### src/rtl/uart_cmd_handler_mc.sv
// Multi-channel UART command handler: decodes a byte protocol into per-channel
// glitch configuration registers, fires trigger strobes and answers with ACK/NAK/data.

module uart_rx #(
  parameter int CLK_FREQ  = 50_000_000,
  parameter int BAUD_RATE = 115200
) (
  input  logic       clk,
  input  logic       rst_n,
  input  logic       rx,
  output logic [7:0] data,
  output logic       valid
);
  localparam int CPB = CLK_FREQ / BAUD_RATE;
  localparam int CW  = $clog2(CPB) + 1;

  typedef enum logic [1:0] {R_IDLE, R_START, R_DATA, R_STOP} rx_state_e;

  rx_state_e      state;
  logic [1:0]     sync_q;
  logic [CW-1:0]  cnt;
  logic [2:0]     bit_idx;
  logic [7:0]     shreg;

  // NOTE: sequential state uses non-blocking assignments so every register samples pre-edge values.
  always_ff @(posedge clk or negedge rst_n) begin
    if (!rst_n) begin
      state   <= R_IDLE;
      sync_q  <= 2'b11;
      cnt     <= '0;
      bit_idx <= '0;
      shreg   <= '0;
      data    <= '0;
      valid   <= 1'b0;
    end else begin
      sync_q <= {sync_q[0], rx};
      valid  <= 1'b0;
      case (state)
        R_IDLE: if (!sync_q[1]) begin
          cnt   <= '0;
          state <= R_START;
        end
        R_START: if (cnt == CW'(CPB / 2 - 1)) begin
          cnt     <= '0;
          bit_idx <= '0;
          state   <= sync_q[1] ? R_IDLE : R_DATA;  // reject glitches shorter than half a bit
        end else cnt <= cnt + 1'b1;
        R_DATA: if (cnt == CW'(CPB - 1)) begin
          cnt     <= '0;
          shreg   <= {sync_q[1], shreg[7:1]};
          bit_idx <= bit_idx + 1'b1;
          if (bit_idx == 3'd7) state <= R_STOP;
        end else cnt <= cnt + 1'b1;
        R_STOP: if (cnt == CW'(CPB - 1)) begin
          if (sync_q[1]) begin
            data  <= shreg;
            valid <= 1'b1;
          end
          state <= R_IDLE;
        end else cnt <= cnt + 1'b1;
        default: state <= R_IDLE;
      endcase
    end
  end
endmodule

module uart_tx #(
  parameter int CLK_FREQ  = 50_000_000,
  parameter int BAUD_RATE = 115200
) (
  input  logic       clk,
  input  logic       rst_n,
  input  logic       en,
  input  logic [7:0] data,
  output logic       tx,
  output logic       busy
);
  localparam int CPB = CLK_FREQ / BAUD_RATE;
  localparam int CW  = $clog2(CPB) + 1;

  logic [9:0]    sh;
  logic [CW-1:0] cnt;
  logic [3:0]    nbit;

  assign tx = sh[0];

  always_ff @(posedge clk or negedge rst_n) begin
    if (!rst_n) begin
      sh   <= '1;
      cnt  <= '0;
      nbit <= '0;
      busy <= 1'b0;
    end else if (!busy) begin
      if (en) begin
        sh   <= {1'b1, data, 1'b0};
        cnt  <= '0;
        nbit <= '0;
        busy <= 1'b1;
      end
    end else if (cnt == CW'(CPB - 1)) begin
      cnt  <= '0;
      sh   <= {1'b1, sh[9:1]};
      nbit <= nbit + 1'b1;
      if (nbit == 4'd9) busy <= 1'b0;
    end else cnt <= cnt + 1'b1;
  end
endmodule

module uart_cmd_handler_mc #(
  parameter int CLK_FREQ       = 50_000_000,
  parameter int BAUD_RATE      = 115200,
  parameter int NUM_CH         = 2,
  parameter int DELAY_W        = 16,
  parameter int WIDTH_W        = 8,
  parameter int PULSES_W       = 8,
  parameter int SPACING_W      = 16,
  parameter int TIMEOUT_CYCLES = CLK_FREQ / 100
) (
  input  logic                          clk,
  input  logic                          rst_n,
  input  logic                          uart_rx_i,
  output logic                          uart_tx_o,
  output logic [NUM_CH*DELAY_W-1:0]     delay_o,
  output logic [NUM_CH*WIDTH_W-1:0]     width_o,
  output logic [NUM_CH*PULSES_W-1:0]    num_pulses_o,
  output logic [NUM_CH*SPACING_W-1:0]   pulse_spacing_o,
  output logic [NUM_CH-1:0]             pulse_en_o,
  output logic                          busy_o
);
  localparam int         CH_W     = (NUM_CH > 1) ? $clog2(NUM_CH) : 1;
  localparam int         TMO_W    = $clog2(TIMEOUT_CYCLES + 1);
  localparam logic [7:0] ACK      = 8'h4B;
  localparam logic [7:0] NAK      = 8'h21;
  localparam logic [7:0] NUM_CH_B = 8'(NUM_CH);

  typedef enum logic [1:0] {S_IDLE, S_ARG, S_EXEC, S_SEND} state_e;
  typedef enum logic [2:0] {C_DELAY, C_WIDTH, C_PULSES, C_SPACING, C_TRIG, C_SEL, C_READ} cmd_e;

  function automatic logic [2:0] arg_bytes(input logic [2:0] op);
    case (op)
      3'd0:    return 3'(DELAY_W / 8);
      3'd1:    return 3'(WIDTH_W / 8);
      3'd2:    return 3'(PULSES_W / 8);
      3'd3:    return 3'(SPACING_W / 8);
      default: return 3'd1;
    endcase
  endfunction

  state_e              state;
  cmd_e                cmd;
  logic [2:0]          arg_cnt;
  logic [31:0]         staging;
  logic [TMO_W-1:0]    tmo;
  logic [47:0]         tx_buf;
  logic [2:0]          tx_cnt;
  logic                tx_en;
  logic [7:0]          tx_data;
  logic                tx_busy;
  logic [7:0]          rx_data;
  logic                rx_valid;
  logic [CH_W-1:0]     sel_ch;
  logic [NUM_CH-1:0]   pulse_en;
  logic [DELAY_W-1:0]   delay_r   [NUM_CH];
  logic [WIDTH_W-1:0]   width_r   [NUM_CH];
  logic [PULSES_W-1:0]  pulses_r  [NUM_CH];
  logic [SPACING_W-1:0] spacing_r [NUM_CH];

  uart_rx #(.CLK_FREQ(CLK_FREQ), .BAUD_RATE(BAUD_RATE)) u_rx (
    .clk(clk), .rst_n(rst_n), .rx(uart_rx_i), .data(rx_data), .valid(rx_valid)
  );

  uart_tx #(.CLK_FREQ(CLK_FREQ), .BAUD_RATE(BAUD_RATE)) u_tx (
    .clk(clk), .rst_n(rst_n), .en(tx_en), .data(tx_data), .tx(uart_tx_o), .busy(tx_busy)
  );

  for (genvar c = 0; c < NUM_CH; c++) begin : g_pack
    assign delay_o[c*DELAY_W +: DELAY_W]             = delay_r[c];
    assign width_o[c*WIDTH_W +: WIDTH_W]             = width_r[c];
    assign num_pulses_o[c*PULSES_W +: PULSES_W]      = pulses_r[c];
    assign pulse_spacing_o[c*SPACING_W +: SPACING_W] = spacing_r[c];
  end

  assign pulse_en_o = pulse_en;
  assign busy_o     = (state != S_IDLE);

  always_ff @(posedge clk or negedge rst_n) begin
    if (!rst_n) begin
      state    <= S_IDLE;
      cmd      <= C_DELAY;
      arg_cnt  <= '0;
      staging  <= '0;
      tmo      <= '0;
      tx_buf   <= '0;
      tx_cnt   <= '0;
      tx_en    <= 1'b0;
      tx_data  <= '0;
      sel_ch   <= '0;
      pulse_en <= '0;
      // NOTE: these arrays are a handful of config registers driving outputs, not RAM, so they take the reset.
      for (int c = 0; c < NUM_CH; c++) begin
        delay_r[c]   <= '0;
        width_r[c]   <= '0;
        pulses_r[c]  <= '0;
        spacing_r[c] <= '0;
      end
    end else begin
      tx_en    <= 1'b0;
      pulse_en <= '0;
      case (state)
        S_IDLE: if (rx_valid) begin
          staging <= '0;
          tmo     <= '0;
          if (rx_data <= 8'h06) begin
            cmd     <= cmd_e'(rx_data[2:0]);
            arg_cnt <= arg_bytes(rx_data[2:0]);
            state   <= S_ARG;
          end else if (rx_data == 8'h68) begin
            tx_buf <= 48'h48_65_6C_6C_6F_0A;
            tx_cnt <= 3'd6;
            state  <= S_SEND;
          end else begin
            tx_buf <= {rx_data, 40'h0};
            tx_cnt <= 3'd1;
            state  <= S_SEND;
          end
        end
        S_ARG: if (rx_valid) begin
          staging <= {staging[23:0], rx_data};
          tmo     <= '0;
          arg_cnt <= arg_cnt - 1'b1;
          if (arg_cnt == 3'd1) state <= S_EXEC;
        end else if (tmo == TMO_W'(TIMEOUT_CYCLES - 1)) begin
          staging <= '0;
          tx_buf  <= {NAK, 40'h0};
          tx_cnt  <= 3'd1;
          state   <= S_SEND;
        end else tmo <= tmo + 1'b1;
        S_EXEC: begin
          tx_buf <= {ACK, 40'h0};
          tx_cnt <= 3'd1;
          state  <= S_SEND;
          case (cmd)
            C_DELAY:   delay_r[sel_ch]   <= staging[DELAY_W-1:0];
            C_WIDTH:   width_r[sel_ch]   <= staging[WIDTH_W-1:0];
            C_PULSES:  pulses_r[sel_ch]  <= staging[PULSES_W-1:0];
            C_SPACING: spacing_r[sel_ch] <= staging[SPACING_W-1:0];
            C_TRIG:    pulse_en          <= staging[NUM_CH-1:0];
            C_SEL:
              if (staging[7:0] < NUM_CH_B) sel_ch <= staging[CH_W-1:0];
              else tx_buf <= {NAK, 40'h0};
            C_READ:    // read-back replaces the ACK with the value, left-aligned for MSB-first shifting
              case (staging[7:0])
                8'd0: begin tx_buf <= 48'(delay_r[sel_ch])   << (48 - DELAY_W);   tx_cnt <= 3'(DELAY_W / 8);   end
                8'd1: begin tx_buf <= 48'(width_r[sel_ch])   << (48 - WIDTH_W);   tx_cnt <= 3'(WIDTH_W / 8);   end
                8'd2: begin tx_buf <= 48'(pulses_r[sel_ch])  << (48 - PULSES_W);  tx_cnt <= 3'(PULSES_W / 8);  end
                8'd3: begin tx_buf <= 48'(spacing_r[sel_ch]) << (48 - SPACING_W); tx_cnt <= 3'(SPACING_W / 8); end
                default: tx_buf <= {NAK, 40'h0};
              endcase
            default: ;
          endcase
        end
        S_SEND: if (!tx_en && !tx_busy) begin
          tx_en   <= 1'b1;
          tx_data <= tx_buf[47:40];
          tx_buf  <= {tx_buf[39:0], 8'h0};
          tx_cnt  <= tx_cnt - 1'b1;
          if (tx_cnt == 3'd1) state <= S_IDLE;
        end
        default: state <= S_IDLE;
      endcase
    end
  end
endmodule

### config.mk
export PLATFORM = sky130hd
export DESIGN_NAME = uart_cmd_handler_mc
export DESIGN_NICKNAME = d
export VERILOG_FILES = /design/src/rtl/uart_cmd_handler_mc.sv
export SDC_FILE = /design/constraint.sdc
export NUM_CORES = 1
export LEC_CHECK = 0
export CAP_MARGIN = 20
export CORE_UTILIZATION = 45
export CTS_CLUSTER_DIAMETER = 40
export DETAILED_ROUTE_END_ITERATION = 10
export PLACE_DENSITY = 0.71
export SYNTH_ARGS = -nofsm -noshare
export SYNTH_HDL_FRONTEND = slang
export SYNTH_SLANG_ARGS = --single-unit
### constraint.sdc
create_clock -name clk -period 3.3 [get_ports clk]
set_input_delay 0.66 -clock clk [delete_from_list [all_inputs] [get_ports clk]]
set_output_delay 0.66 -clock clk [all_outputs]
set_load 0.1 [all_outputs]
==> Word-level counts from Yosys, hierarchy flattened <==
Index checks and enable logic that the tools add are counted.
{ "totals": {"regBits": 261, "out_inout_bits": 100, "wordCells": 213, "in_bits": 3} }
{ "op_classes": {"n_bitwise": 1, "magnitude_cmp": 4, "reduce_logical": 33, "n_addsub": 7, "mux": 95, "eq_ne": 43} }
{ "op_table": {"columns": ["op", "n"], "rows": [
  ["case mux 48 bit (4 select lines)", 2],
  ["two-way mux 48 bit", 6],
  ["two-way mux 16 bit", 10],
  ["two-way mux 10 bit", 10],
  ["case mux 48 bit (2 select lines)", 1],
  ["bitwise mux 32 bit", 2],
  ["two-way mux 19 bit", 3],
  ["two-way mux 8 bit", 7],
  ["two-way mux 47 bit", 1],
  ["case mux 10 bit (4 select lines)", 1],
  ["case mux 19 bit (2 select lines)", 1],
  ["two-way mux 2 bit", 18],
  ["two-way mux 3 bit", 11],
  ["bitwise mux 16 bit", 2],
  ["case mux 16 bit (2 select lines)", 1],
  ["adder 10 x 1 -> 10 bit (second input constant)", 2],
  ["== test 10 x 9 -> 1 bit (second input constant)", 2],
  ["adder 19 x 1 -> 19 bit (second input constant)", 1],
  ["== test 19 bit (second input constant)", 1],
  ["!= test 2 bit (second input constant)", 9],
  ["AND reduction 3 bit", 6],
  ["demux 16 bit (select 1 bit)", 1],
  ["== test 8 x 2 -> 1 bit (second input constant)", 2],
  ["case mux 2 bit (4 select lines)", 2],
  ["other kinds (35)", 81]
]} }

==> Logic depth before layout (Yosys ltp) <==
{ "logic_depth": {"ltp_word": 7, "depth_mapped": 10, "depth_no_buf": 8} }

==> Modules after synthesis <==
Synthesis repeated with hierarchy kept, for this count alone.
{ "unflattened": {"hier_cells": 982, "hier_area_um2": 11643.7} }
{ "by_module_without_submodules": {"columns": ["mod", "cells_per_inst", "area_each_um2", "seq_area_each_um2", "n_inst"], "rows": [
  ["uart_cmd_handler_mc", 702, 8754.6, 4454.3, 1],
  ["uart_rx", 147, 1694.1, 853.3, 1],
  ["uart_tx", 133, 1194.9, 611.8, 1]
]} }

==> Least setup slack after synthesis <==
OpenSTA, ideal clock, no wires.
{ "synth_timing": {"path_type": "reg-to-reg", "startpoint": "register state[0]", "endpoint": "register arg_cnt[2]", "synth_period_minus_slack_ns": 2.812, "path_buffers": 2, "stages_incl_launch_ff": 10, "setup_slack_ns": 0.488, "setup_ns": 0.128, "required_ns": 3.172, "t_arrival_ns": 2.684, "path_cell_list": "dfrtp_1 -> inv_1 -> ha_1 -> clkbuf_1 -> buf_1 -> clkinv_1 -> o21a_1 -> nand2_1 -> xor2_1 -> a21oi_1"} }
{ "synth_via": {"elab_chain_len": 3, "word_cells_on_any_way": 8, "classes_between": "eq/ne (4); mux (1); reduce/logical (3)"} }
{ "synth_rtl": {"columns": ["item", "line_no", "rtl"], "rows": [
  ["from (decl)", "149", "state_e state;"],
  ["from (signal assigned)", "188", "state <= S_IDLE;"],
  ["from (signal assigned)", "216", "state <= S_ARG;"],
  ["from (signal assigned)", "220", "state <= S_SEND;"],
  ["== test 2 x 1 -> 1 bit / logical NOT 2 bit (equally long branches)", "209", "case (state)"],
  ["!= test 2 x 1 -> 1 bit (no source line) (tied with other cells)", null, null],
  ["AND reduction 4 bit (no source line)", null, null],
  ["to (signal assigned)", "215", "arg_cnt <= arg_bytes(rx_data[2:0]);"],
  ["to (signal assigned)", "230", "arg_cnt <= arg_cnt - 1'b1;"],
  ["to (decl)", "151", "logic [2:0] arg_cnt;"]
]} }
Several ways; a longest one is shown, not always the timed one.
A chain may end at the register's enable or synchronous reset.

==> Worst setup path after layout <==
{ "layout_timing": {"startpoint": "register state[0]", "endpoint": "output busy_o"} }
{ "layout_via": {"elab_chain_len": 1} }
{ "layout_rtl": {"columns": ["item", "line_no", "rtl"], "rows": [
  ["nonzero test 2 bit", "184", "assign busy_o = (state != S_IDLE);"],
  ["to (decl)", "128", "output logic busy_o"]
]} }
Every way passes these cells.

==> metrics.yaml <==
p_leak_nw: 6.442
ir_drop_mv: 0.3994
drt_iter0_drc: 559
crit_chain: "inv_1 -> ha_1 -> clkinv_1 -> buf_12"
synth_top_area_cell: "dfrtp_1"
critPathBufInv: 3
final_cells: 1436
portBuffers: 102
final.fill_count: 2063
syn_area_um2: 11220
wire_per_inst_um: 19.61
postCtsResizedCells: 0
die_y_um: 159.9
grt-ovfl-total: 0
via_count: 8181
worstPathArrival_ns: 2.34
dominantRegCellSynth: "dfrtp_1"
synth_edf_count: 0
place_inst: 1373
hold_class: "in -> async"
cts_root_buffer: "clkbuf_16"
ant_nets: 0
clock_latency_ns: 0.54
crit_path_end_kind: "output pin"
min_period_ns: 3.004
r2r-end: "tx_buf[38]$_DFFE_PN0P_"
synth_cells: 981
boundaryPins: 103
multi_input_area_um2: 4971
rows: 57
antenna_found_initial: 0
cts_buffer_depth: 3
dp_slack_ns: 0.5478
cp_top_family: "buffers and inverters"
drc: 0
skew_ns: 0.03870
max_cap_viol_count: 0
fp.dieW_um: 159.9
post_dp_cell_area_um2: 12390
rr_worst_depth: 6
num-nets-final: 1112
hold_viol: 0
synth_top_area_share_pct: 50.20
cts.sinks: 236
grt_pass1_vias: 8151
area_delta_synth_final_pct: 21.39
rsz0062_at_grt: "false"
avgViaCountPerCell: 5.697
core_region_area_um2: 24390
cpPeakStageDelay_ns: 0.48
tritoncts: "built"
drive_gt1_share_pct: 30.85
timing.final.crit_share_pct: 91.03
grt_max_degree: 79
ff2ff_setup_slack_ns: 0.51
grt_pass1_wl_um: 45380
dpl.hpwl_um: 18860
n_antenna_cell: 0
slew_viol_final: 0
postCtsHoldBufs: 0
start_util_pct: 45.99
synth.top_cells.by_area: "dfrtp_1 50%, mux2_2 13%, mux2i_1 3.7%"
cp.required_ns: 2.64
cp_slowest_cell: "clkinv_1"
synth.avg_cell_area_um2: 11.43
slew_headroom_pct: 32.15
crit_type: "reg -> out"
path_clk_slew_ns: 0.05
setup_viol: 0
seq_area_um2: 5921
outcome: "completed"
worst_slew_pin_slew_ns: 1.018
setup_slack_ns: 0.2959
ys_types: 71
grt_usage_pct: 22.43
wl_um: 28160
dieArea_um2: 25560
r2r_start: "staging[3]$_DFFE_PN0P_"
synth-seq-cells: 236
ys_warn_count: 0
async_flop_share_pct: 100.0
postCtsSetupBuffers: 0
start_kind: "flip-flop"
p_per_area_nw_per_um2: 502.3
gp_congestion: 0.8268
ys_seq_area_share_pct: 52.77
cts_buffers: 35
tns_ns: 0
final_area_um2: 13620
htreeDepth: 2
max_freq_ghz: 0.3329
syn_nets: 1007
firstDrtPassIters: 5
worstPathMaxFanout: 14
==> registers in the layout, summed over array words and instances, names as in the netlist, 4 cells and up, named ones only <==
register,flops
delay_o,32
pulse_spacing_o,32
tx_buf,24
tmo,19
num_pulses_o,16
staging,16
width_o,16
u_rx.cnt,10
u_tx.cnt,10
u_tx.sh,9
tx_data,8
u_rx.data,8
u_rx.shreg,8
u_tx.nbit,4
==> kinds of logic (layout without fill, tap and decap cells) <==
logic type / Yosys count / after routing / share of synthesized area, %
AND/OR/NAND/NOR: 266 / 266 / 12.02
flip-flops: 236 / 236 / 52.77
multiplexers: 176 / 176 / 17.40
AO/OA/AOI/OAI: 172 / 172 / 10.30
buffers and inverters: 82 / 213 / 2.911
XOR/XNOR: 26 / 26 / 2.030
adder cells (fa/ha/maj): 23 / 23 / 2.566
==> worst max path at each step <==
| stage | slack (ns) | cells after the start | endpoint | start |
|---|---|---|---|---|
| after floorplan | 0.49 | 9 | arg_cnt[2]$_DFFE_PN0P_ | state[0]$_DFFE_PN0P_ |
| after global placement | 0.52 | 6 | tx_buf[38]$_DFFE_PN0P_ | staging[3]$_DFFE_PN0P_ |
| after detailed placement | 0.55 | 6 | tx_buf[39]$_DFFE_PN0P_ | staging[3]$_DFFE_PN0P_ |
| after CTS | 0.32 | 4 | busy_o | state[0]$_DFFE_PN0P_ |
| after global routing | 0.22 | 4 | busy_o | state[0]$_DFFE_PN0P_ |
| final | 0.30 | 4 | busy_o | state[0]$_DFFE_PN0P_ |
==> metrics by stage <==
stage                     hold WS (ns)  utilization [%]  power [W]
after floorplan                 0.3452                -   0.002951
after global placement          0.3464            50.78   0.003020
after detailed placement        0.3475            50.78   0.003021
after CTS                       0.1384            55.83   0.006909
after global routing            0.1814            55.83   0.007050
final                           0.1252            55.83   0.006840
==> per-layer routing <==
metal  routed length, um  part of all wire (%)  track usage [%]  vias up
met5                   0                     0                0        -
met3                2033                   7.2            5.818       58
met1               12710                    45            30.77     4133
met2               12610                    45            34.06      245
li1                    -                     -                -     3745
met4                 807                   2.9            8.745        0
==> area by class of cell <==
cell class                      instances  area share (%)
Sequential cell                       236           43.48
Clock buffer                           41           6.891
Tap cell                              324           2.977
Inverter                               26          0.7167
Timing Repair Buffer                  124           7.277
Clock inverter                         22           2.150
Multi-Input combinational cell        663           36.51
==> synthesized netlist by cell type (8+ instances only) <==
library cell and number:
dfrtp_1 225, mux2_2 131, nand2_1 94, o21ai_0 60, nor2_1 55, mux2i_1 42, clkbuf_1 37, inv_1 25
ha_1 23, a22o_1 22, a21oi_1 20, nand3_1 19, xor2_1 19, and3_1 14, nand4_1 14, nor3_1 13
dfstp_2 11, nor2b_1 10, o22ai_1 10, buf_1 9, buf_2 8
==> power breakdown <==
part,internal (W),switching (W)
sequential,0.00290,0.000000763
combinational,0.00000945,0.0000566
clock,0.00241,0.00146
==> cell usage in the layout, fill, tap and decap left out, types with 5 or more instances in the layout <==
master	Yosys	routed
nand4_1	14	14
inv_1	25	25
nand2b_1	7	7
o22ai_1	10	10
xnor2_1	7	7
a22o_1	22	22
dfrtp_1	225	224
clkinv_2	0	5
ha_1	23	23
o21ai_0	60	60
and3_1	14	14
a31oi_1	7	7
o31ai_1	6	6
inv_6	0	5
clkbuf_16	0	35
nand3_1	19	19
nor2b_1	10	10
mux2i_1	42	42
nand2_1	94	94
buf_4	0	118
and2_1	5	5
a21oi_1	20	20
nor3_1	13	13
dfstp_2	11	11
mux2_2	131	131
nor2_1	55	55
nor4_1	5	5
xor2_1	19	19
Power figures use the tool's default switching activity.
==> edit: new RTL, same flow settings <==
Encoding of `rx_state_e`: now one-hot (4 bits for 4 states).
--- a/src/rtl/uart_cmd_handler_mc.sv
+++ b/src/rtl/uart_cmd_handler_mc.sv
@@ -16,3 +16,3 @@
 
-  typedef enum logic [1:0] {R_IDLE, R_START, R_DATA, R_STOP} rx_state_e;
+  typedef enum logic [3:0] {R_IDLE = 4'b0001, R_START = 4'b0010, R_DATA = 4'b0100, R_STOP = 4'b1000} rx_state_e;
 
Function: same outputs for any inputs over 4 cycles, from zero or initial values and one cycle with rst_n low; so few cycles prove little.
==> edit against the unedited design <==
- global-route usage decreased by 0.49 points
- area after synthesis is 0.97% higher
- first-iteration DRC count decreased by 5.9%
- sequential cell count rose by 2
- core utilization fell by 0.064 points
- setup slack better by 0.46 ns
- critical endpoint unchanged
- design area rose by 0.47%
- wire length is 1.9% lower
- die area rose by 0.96%
Power is not compared: it rests on default switching activity, and its combinational part moved more than twofold at a synthesized area within 25%.
==> edit: results (changes against the unedited design) <==
grt:
  antenna_found_initial: 0  # unchanged
  grt_pass1_vias: 8231  # was 8,151
  grtUsageTotal: 0.2194  # was 0.2243
  grt_max_degree: 88  # was 79
  grt_first_pass_wirelength_um: 44950  # was 45,380 um
drt:
  avgViaCountPerCell: 5.741  # was 5.697
  wire_per_inst_um: 19.31  # was 19.61 um
  wl_um: 27630  # was 28,160 um
  drtIter0Drc: 526  # was 559
  drtPass1Iterations: 5  # unchanged
layout:
  antennaDiodeCount: 0  # unchanged
  drive_above_1_share: 0.3225  # was 0.3085
  finalNetCount: 1101  # was 1,112
worst_setup_path:
  crit_slowest_cell: "dfrtp_1"  # was clkinv_1
  slowest_delay_ns: 0.42  # was 0.48 ns
  crit_arrival_ns: 1.88  # was 2.34 ns
  critical_path.top_delay_family: "buffers and inverters"  # unchanged
  r2r-start: "sel_ch$_DFFE_PN0P_"  # was staging[3]$_DFFE_PN0P_
  critPathMaxFanout: 9  # was 14
  timing.rr.end: "tx_buf[45]$_DFFE_PN0P_"  # was tx_buf[38]$_DFFE_PN0P_
  rr_worst_depth: 6  # unchanged
  r2r_slack_ns: 0.84  # was 0.51 ns
timing:
  slew_headroom: 0.3027  # was 0.3215
  skew_ns: 0.03192  # was 0.03870 ns
  holdWs_ns: 0.1567  # was 0.1252 ns
synth:
  ys_warn_count: 0  # unchanged
  netlist_instances: 976  # was 981
  seq_area_frac_synth: 0.5272  # was 0.5277
  synthesis.nets: 997  # was 1,007
  synth_cell_type_count: 73  # was 71
  synth_common_cells: "dfrtp_1 (226), mux2_2 (129), nand2_1 (80)"  # was dfrtp_1 (225), mux2_2 (131), nand2_1 (94)
  synthTopCellsByArea: "dfrtp_1 (50%), mux2_2 (13%), mux4_2 (3.2%), o21ai_0 (3.0%), dfstp_2 (2.8%)"  # was dfrtp_1 (50%), mux2_2 (13%), mux2i_1 (3.7%), nand2_1 (3.1%), o21ai_0 (2.7%)
  async_flop_share: 1.000  # unchanged
outcome:
  outcome: "complete, no violations"  # unchanged
cts:
  clockBufferDepth: 3  # unchanged
  post_cts_buffers: 0  # unchanged
  clockRootBuffer: "clkbuf_16"  # unchanged
  cts_resized: 0  # unchanged
  htreeDepth: 2  # unchanged
  clk_pin_slew_worst_paths_ns: 0.06
  insertion_delay_ns: 0.52  # was 0.54 ns
  cts_buffers: 36  # was 35
min_path:
  worstHoldPathType: "in -> async"  # unchanged
power_and_ir_drop:
  cellLeakagePower_nw: 6.373
  peakVddDrop_mv: 0.4246
placed_design:
  gp_congestion: 0.8166  # was 0.8268
  dp_cells: 1366  # was 1,373
  hpwlAfterDp_um: 18320  # was 18,860 um
  io_buffers: 102  # unchanged
  pre_cts_slack_ns: 0.8832  # was 0.5478 ns
==> edit: cell families after synthesis <==
family,Yosys count,share of synthesized area
multiplexers,172,0.1845
AND/OR/NAND/NOR,252,0.1132
AO/OA/AOI/OAI,186,0.1076
adder cells (fa/ha/maj),18,0.01989
XOR/XNOR,20,0.01547
flip-flops,238,0.5272
buffers and inverters,90,0.03215
==> edit: worst max path at each step <==
stage	from	end	slack, ns	cells past startpoint
after floorplan	state[0]$_DFFE_PN0P_	tx_buf[27]$_DFFE_PN0P_	0.64	7
after global placement	sel_ch$_DFFE_PN0P_	tx_buf[45]$_DFFE_PN0P_	0.91	6
after detailed placement	state[0]$_DFFE_PN0P_	delay_o[2]$_DFFE_PN0P_	0.88	6
after CTS	state[0]$_DFFE_PN0P_	busy_o	0.76	5
after global routing	state[0]$_DFFE_PN0P_	delay_o[10]$_DFFE_PN0P_	0.66	6
final	state[0]$_DFFE_PN0P_	busy_o	0.76	5
==> edit: area by class of cell <==
type | count | area (sq um)
multi-input combinational | 648 | 5000
inverter | 32 | 120.1
clock buffer | 46 | 1011
sequential | 238 | 5972
timing repair buffer | 124 | 978.4
clock inverter | 19 | 193.9
tap | 324 | 405.4
fill | 2088 | 10850
==> edit: layer usage <==
| layer | vias to the layer above | global-route usage | share of wire |
|---|---|---|---|
| met1 | 4124 | 0.3094 | 0.45 |
| li1 | 3781 | - | - |
| met4 | 0 | 0.09264 | 0.032 |
| met5 | - | 0 | 0 |
| met3 | 68 | 0.04210 | 0.060 |
| met2 | 242 | 0.3314 | 0.45 |
==> edit: report_power, final <==
| part | internal, mW | leakage [nW] | switching (mW) |
|---|---|---|---|
| combinational | 0.118 | 2.50 | 0.209 |
| sequential | 2.96 | 3.28 | 0.0542 |
| clock | 2.35 | 0.591 | 1.40 |
| total | 5.43 | 6.37 | 1.67 |
==> edit: stage by stage <==
| stage | instance area (sq um) | power (mW) |
|---|---|---|
| global route | 13680 | 7.344 |
| detailed placement | 12480 | 3.389 |
| floorplan | 11330 | 3.266 |
| CTS | 13680 | 7.171 |
| finish | 13680 | 7.093 |
| global placement | 12480 | 3.380 |
